**src/rtl/mc_bus_if.sv**
```systemverilog
// Host request/response and multiplexed memory-controller bus signals for mc_bus_master.
// master = initiator view, slave = host/memory-controller view.
interface mc_bus_if #(
  parameter int BUSWIDTH        = 16,
  parameter int DATAPAYLOADSIZE = 4
);
  logic                                req;
  logic                                req_rw;
  logic [15:0]                         req_addr;
  logic [BUSWIDTH*DATAPAYLOADSIZE-1:0] req_wdata;
  logic                                busy;
  logic                                done;
  logic [BUSWIDTH*DATAPAYLOADSIZE-1:0] rsp_rdata;
  logic                                AddrValid;
  logic                                rw;
  logic [BUSWIDTH-1:0]                 ad_out;
  logic                                ad_oe;
  logic [BUSWIDTH-1:0]                 ad_in;

  modport master (
    input  req, req_rw, req_addr, req_wdata, ad_in,
    output busy, done, rsp_rdata, AddrValid, rw, ad_out, ad_oe
  );

  modport slave (
    output req, req_rw, req_addr, req_wdata, ad_in,
    input  busy, done, rsp_rdata, AddrValid, rw, ad_out, ad_oe
  );
endinterface

```
**src/rtl/mc_bus_master.sv**
```systemverilog
// Processor-side initiator: one host request becomes an address phase followed by a
// DATAPAYLOADSIZE-word write or read burst on the multiplexed memory-controller bus.
module mc_bus_master #(
  parameter int BUSWIDTH        = 16,
  parameter int DATAPAYLOADSIZE = 4,
  parameter int RD_LAT          = 2
) (
  input logic      clk,
  input logic      resetH,
  mc_bus_if.master bus
);
  localparam int CW = (DATAPAYLOADSIZE > 1) ? $clog2(DATAPAYLOADSIZE) : 1;
  localparam logic [CW-1:0] CNT_LAST  = CW'(DATAPAYLOADSIZE - 1);
  localparam logic [1:0]    WAIT_LAST = 2'((RD_LAT > 1) ? RD_LAT - 2 : 0);

  typedef enum logic [2:0] {IDLE, ADDR, WDATA, RWAIT, RDATA, DONE} state_t;

  state_t              state_q, state_d;
  logic [CW-1:0]       cnt_q, cnt_d;
  logic [1:0]          wait_q, wait_d;
  logic                rw_q, rw_d;
  logic [15:0]         addr_q, addr_d;
  logic [BUSWIDTH-1:0] wword_q  [DATAPAYLOADSIZE];
  logic [BUSWIDTH-1:0] wword_d  [DATAPAYLOADSIZE];
  logic [BUSWIDTH-1:0] shadow_q [DATAPAYLOADSIZE];
  logic [BUSWIDTH-1:0] shadow_d [DATAPAYLOADSIZE];
  logic [BUSWIDTH-1:0] rdata_q  [DATAPAYLOADSIZE];
  logic [BUSWIDTH-1:0] rdata_d  [DATAPAYLOADSIZE];

  always_ff @(posedge clk or posedge resetH) begin
    if (resetH) begin
      state_q  <= IDLE;
      cnt_q    <= '0;
      wait_q   <= '0;
      rw_q     <= 1'b0;
      addr_q   <= '0;
      wword_q  <= '{default: '0};
      shadow_q <= '{default: '0};
      rdata_q  <= '{default: '0};
    end else begin
      state_q  <= state_d;
      cnt_q    <= cnt_d;
      wait_q   <= wait_d;
      rw_q     <= rw_d;
      addr_q   <= addr_d;
      wword_q  <= wword_d;
      shadow_q <= shadow_d;
      rdata_q  <= rdata_d;
    end
  end

  always_comb begin
    state_d  = state_q;
    cnt_d    = cnt_q;
    wait_d   = wait_q;
    rw_d     = rw_q;
    addr_d   = addr_q;
    wword_d  = wword_q;
    shadow_d = shadow_q;
    rdata_d  = rdata_q;
    case (state_q)
      IDLE: begin
        if (bus.req) begin
          state_d = ADDR;
          rw_d    = bus.req_rw;
          addr_d  = bus.req_addr;
          for (int unsigned i = 0; i < DATAPAYLOADSIZE; i++) begin
            wword_d[i] = bus.req_wdata[i*BUSWIDTH +: BUSWIDTH];
          end
          cnt_d  = '0;
          wait_d = '0;
        end
      end
      ADDR: begin
        cnt_d  = '0;
        wait_d = '0;
        if (!rw_q)           state_d = WDATA;
        else if (RD_LAT > 1) state_d = RWAIT;
        else                 state_d = RDATA;
      end
      WDATA: begin
        if (cnt_q == CNT_LAST) begin
          state_d = DONE;
          cnt_d   = '0;
        end else begin
          cnt_d = cnt_q + 1'b1;
        end
      end
      RWAIT: begin
        if (wait_q == WAIT_LAST) begin
          state_d = RDATA;
          cnt_d   = '0;
        end else begin
          wait_d = wait_q + 1'b1;
        end
      end
      RDATA: begin
        shadow_d[cnt_q] = bus.ad_in;
        // The last word bypasses the shadow so rsp_rdata is complete when DONE starts.
        if (cnt_q == CNT_LAST) begin
          state_d = DONE;
          cnt_d   = '0;
          rdata_d = shadow_d;
        end else begin
          cnt_d = cnt_q + 1'b1;
        end
      end
      DONE:    state_d = IDLE;
      default: state_d = IDLE;
    endcase
  end

  always_comb begin
    bus.busy      = (state_q != IDLE);
    bus.done      = (state_q == DONE);
    bus.AddrValid = (state_q == ADDR);
    bus.ad_oe     = (state_q == ADDR) || (state_q == WDATA);
    bus.rw        = 1'b0;
    bus.ad_out    = '0;
    case (state_q)
      ADDR: begin
        bus.rw     = rw_q;
        bus.ad_out = BUSWIDTH'(addr_q);
      end
      WDATA:        bus.ad_out = wword_q[cnt_q];
      RWAIT, RDATA: bus.rw     = 1'b1;
      default:      bus.rw     = 1'b0;
    endcase
    for (int unsigned i = 0; i < DATAPAYLOADSIZE; i++) begin
      bus.rsp_rdata[i*BUSWIDTH +: BUSWIDTH] = rdata_q[i];
    end
  end
endmodule
```
**src/flat_wrapper.sv**
```systemverilog
// flat-port wrapper written by rule: the top's interface ports become plain ports
module mc_bus_master_flat 
#(
  parameter int BUSWIDTH        = 16,
  parameter int DATAPAYLOADSIZE = 4,
  parameter int RD_LAT          = 2
)
  (clk, resetH, bus_req, bus_req_rw, bus_req_addr, bus_req_wdata, bus_ad_in, bus_busy, bus_done, bus_rsp_rdata, bus_AddrValid, bus_rw, bus_ad_out, bus_ad_oe);
  mc_bus_if #(.BUSWIDTH(BUSWIDTH), .DATAPAYLOADSIZE(DATAPAYLOADSIZE)) bus_i ();
  input logic clk;
  input logic resetH;
  input wire logic [$bits(bus_i.req)-1:0] bus_req;
  input wire logic [$bits(bus_i.req_rw)-1:0] bus_req_rw;
  input wire logic [$bits(bus_i.req_addr)-1:0] bus_req_addr;
  input wire logic [$bits(bus_i.req_wdata)-1:0] bus_req_wdata;
  input wire logic [$bits(bus_i.ad_in)-1:0] bus_ad_in;
  output wire logic [$bits(bus_i.busy)-1:0] bus_busy;
  output wire logic [$bits(bus_i.done)-1:0] bus_done;
  output wire logic [$bits(bus_i.rsp_rdata)-1:0] bus_rsp_rdata;
  output wire logic [$bits(bus_i.AddrValid)-1:0] bus_AddrValid;
  output wire logic [$bits(bus_i.rw)-1:0] bus_rw;
  output wire logic [$bits(bus_i.ad_out)-1:0] bus_ad_out;
  output wire logic [$bits(bus_i.ad_oe)-1:0] bus_ad_oe;
  assign bus_i.req = bus_req;
  assign bus_i.req_rw = bus_req_rw;
  assign bus_i.req_addr = bus_req_addr;
  assign bus_i.req_wdata = bus_req_wdata;
  assign bus_i.ad_in = bus_ad_in;
  assign bus_busy = bus_i.busy;
  assign bus_done = bus_i.done;
  assign bus_rsp_rdata = bus_i.rsp_rdata;
  assign bus_AddrValid = bus_i.AddrValid;
  assign bus_rw = bus_i.rw;
  assign bus_ad_out = bus_i.ad_out;
  assign bus_ad_oe = bus_i.ad_oe;
  mc_bus_master #(.BUSWIDTH(BUSWIDTH), .DATAPAYLOADSIZE(DATAPAYLOADSIZE), .RD_LAT(RD_LAT)) u_core (.clk(clk), .resetH(resetH), .bus(bus_i));
endmodule
```
**config.mk**
```make
export PLATFORM = sky130hd
export DESIGN_NAME = mc_bus_master_flat
export DESIGN_NICKNAME = d
export VERILOG_FILES = /design/src/rtl/mc_bus_if.sv /design/src/rtl/mc_bus_master.sv /design/src/flat_wrapper.sv
export SDC_FILE = /design/constraint.sdc
export NUM_CORES = 1
export LEC_CHECK = 0
export ABC_AREA = 1
export ABC_CLOCK_PERIOD_IN_PS = 23200
export BUFFER_PORTS_ARGS = -buffer_cell sky130_fd_sc_hd__buf_2
export CORE_ASPECT_RATIO = 2
export CORE_MARGIN = 3
export CORE_UTILIZATION = 29
export CTS_BUF_LIST = sky130_fd_sc_hd__clkbuf_16
export DETAILED_ROUTE_END_ITERATION = 8
export PLACE_DENSITY = 0.56
export SLEW_MARGIN = 25
export SYNTH_ARGS = -nofsm -noshare
export SYNTH_HDL_FRONTEND = slang
export SYNTH_SLANG_ARGS = --single-unit
```
**constraint.sdc**
```tcl
create_clock -name clk -period 23.2 [get_ports clk]
set_input_delay 6.96 -clock clk [delete_from_list [all_inputs] [get_ports clk]]
set_output_delay 6.96 -clock clk [all_outputs]
set_load 0.005 [all_outputs]
```
==> run_results.csv <==
group,metric,value,unit
die,die-height,257,um
power,power_density,131,nW/um2
sta,rsz0062_at_grt,"no",
die,initial_utilization,29.5,%
finish,final_common_cell,"nand2_1",
setup_path,critPathSlowestCell,"dfrtp_1",
detailed_routing,postRouteAntennaNets,0,
die,die_area,33800,um2
finish,diodes,0,
clock_tree,cts_buffers,17,
synthesis,ys_ff_latch,200,
finish,fillers,3345,
setup_path,worst_path_largest_cell_delay,810,ps
sta,clock_skew,17.7,ps
clock_tree,cts_hold_buf,0,
job,drv_cap,0,
sta,drv_slew,0,
synthesis,ys_seq_area_share,54.7,%
detailed_routing,top_layer,"met4",
setup_path,cp_num_cells,5,
die,rows,91,
detailed_routing,routed-wl-met2,15800,um
global_routing,grt_pass1_vias,7606,
detailed_routing,dr.pass1.iters,5,
clock_tree,clk_path_buf_depth,2,
power,ir_drop,0.0530,mV
setup_path,crit_fanout,20,
clock_tree,cts_tree,"built",
setup_path,crit_top_cell,"nand3_1",
detailed_routing,vias,7754,
detailed_routing,met1_length,10300,um
detailed_routing,wl_per_cell,16.8,um
finish,drive_gt1_share,18.8,%
clock_tree,cts_num_sinks,200,
sta,tns,0,ps
synthesis,synth_nets,1247,
detailed_routing,drc_errors,0,
setup_path,required,16240,ps
sta,fmax,0.103,GHz
clock_tree,insertion_delay,460,ps
setup_path,reg2reg_depth,5,
sta,finalCritPeriodShare,41.9,%
sta,hold_slack,487,ps
clock_tree,clockRootBuffer,"clkbuf_16",
global_routing,gr-usage-all-layers,17.2,%
setup_path,crit_buf_inv,2,
synthesis,synth_warnings,0,
finish,final_core_util,35.1,%
finish,layout.nets,1384,
finish,syn2layout_area_growth,19.0,%
setup_path,arrival,2750,ps
global_routing,antenna_found_initial,0,
sta,hold_viol,0,
detailed_routing,routed_wirelength,28800,um
detailed_routing,wl_met3,888,um
run_status,status,"finished clean",
clock_tree,htree_levels,4,
min_path,hold_path.class,"reg2reg",
power,leakage,0.00522,uW
sta,worst_pin_slew,972,ps
setup_path,criticalPathCategory,"reg2out",
global_routing,grt_pass1_wl,44600,um
synthesis,syn_inst,1142,
sta,setup_viol,0,
global_routing,grt_max_degree,129,
sta,relSlewSlack,35.2,%
placed_design,port_buffers,184,
die,io_pins,185,
clock_tree,path_clk_slew,90,ps
synthesis,synthesis.area,9140,um2
clock_tree,cts_setup_buffers,0,
synthesis,syn_area_per_cell,8.01,um2
min_path,min_path_cells,2,
setup_path,critPathTopFamily,"buffers and inverters",
finish,final_cell_mix,"nand2_1, o21ai_0, dfrtp_1",
placed_design,dp_hpwl,20900,um
global_routing,grt_overflow,0,
die,fp.coreArea,31000,um2
detailed_routing,drt_iter0_drc,459,
die,dieWidth,132,um
setup_path,critical_path.cell_chain,"clkinv_1, nand3_1, nand3_1, o21ai_0, buf_2",
sta,post-route-min-period,9710,ps
setup_path,critPathLaunchType,"register",
setup_path,endpoint_kind,"primary output",
placed_design,gp_congestion,0.879,
detailed_routing,avgViaCountPerCell,4.53,
clock_tree,cts_resized,0,
synthesis,yosys.cell_types.count,25,
path summary, 6_finish.rpt:
path | from | end | slack (ps)
max | u_core.cnt_q[1] | bus_ad_out[14] | 13490
min | u_core.wword_q[9] | u_core.wword_q[9] | 490
max reg2reg | u_core.cnt_q[1] | u_core.bus.rsp_rdata[28] | 20350
min reg2reg | u_core.wword_q[9] | u_core.wword_q[9] | 490
max in group asynchronous | resetH | u_core.shadow_q[43] | 15210
min in group asynchronous | resetH | u_core.shadow_q[36] | 6640
flip-flops by register name, indices dropped and copies added, names as in the netlist:
signal and cells:
u_core.bus.rsp_rdata 64, u_core.wword_q 64, u_core.shadow_q 48, u_core.addr_q 16
u_core.state_q 3, u_core.cnt_q 2, u_core.wait_q 2, u_core.rw_q 1
power breakdown:
part	switching, uW	internal [uW]
Combinational	319	179
Sequential	114	512
Clock	153	144
Total	586	835
cells in the mapped netlist:
cell type	number	share of area [%]
nor2_1	17	0.70
buf_6	6	0.74
nand3_2	1	0.11
buf_2	12	0.66
inv_2	1	0.041
buf_8	1	0.16
o21bai_1	1	0.082
nand2_2	10	0.68
o21ai_0	239	13
o21ai_1	7	0.38
clkinv_1	2	0.082
nand3_1	55	3.0
nand2_1	370	15
buf_1	2	0.082
inv_1	142	5.8
ha_1	5	0.68
nor2_8	1	0.22
clkbuf_1	44	1.8
a21oi_1	15	0.82
dfrtp_1	200	55
nor3_1	1	0.055
nor2_4	1	0.12
nand3b_1	1	0.082
buf_4	7	0.57
nand4_1	1	0.068
cell families after synthesis:
kind of cell / synth area share (%)
compound gates: 14.4
fa+ha+maj: 0.684
buf+inv: 9.98
flops: 54.7
simple gates: 20.2
worst reg2reg max path: cells and delay by family (launching register included):
family | cells | cell delay [ps]
buf+inv | 1 | 740
flops | 1 | 810
compound gates | 1 | 380
simple gates | 2 | 250
fa+ha+maj | 1 | 610
metrics by stage:
stage          cells  instance area (um2)  worst slack [ps]  total power [uW]
2_1_floorplan   1142                 9140             10790               926
3_3_place_gp    1678                10300             13720              1120
3_5_place_dp    1678                10300             13620              1140
4_1_cts         1710                10900             13100              1440
5_1_grt         1710                10900             13290              1540
6_report        1710                10900             13490              1420
area by class of cell:
type	instances	area (um2)	share of cell area [%]
clock buffer	17	425	3.91
clock inverter	15	164	1.51
tap	418	523	4.81
timing repair buffer	190	970	8.91
multi-input combinational	725	3240	29.8
sequential	200	5010	46.0
inverter	145	552	5.07
routing by layer:
layer,up-vias,global-route usage (%)
met5,-,0
met4,0,10.8
met3,58,2.50
met2,207,32.4
met1,3634,17.6
li1,3855,-
(Power assumes the default switching activity.)
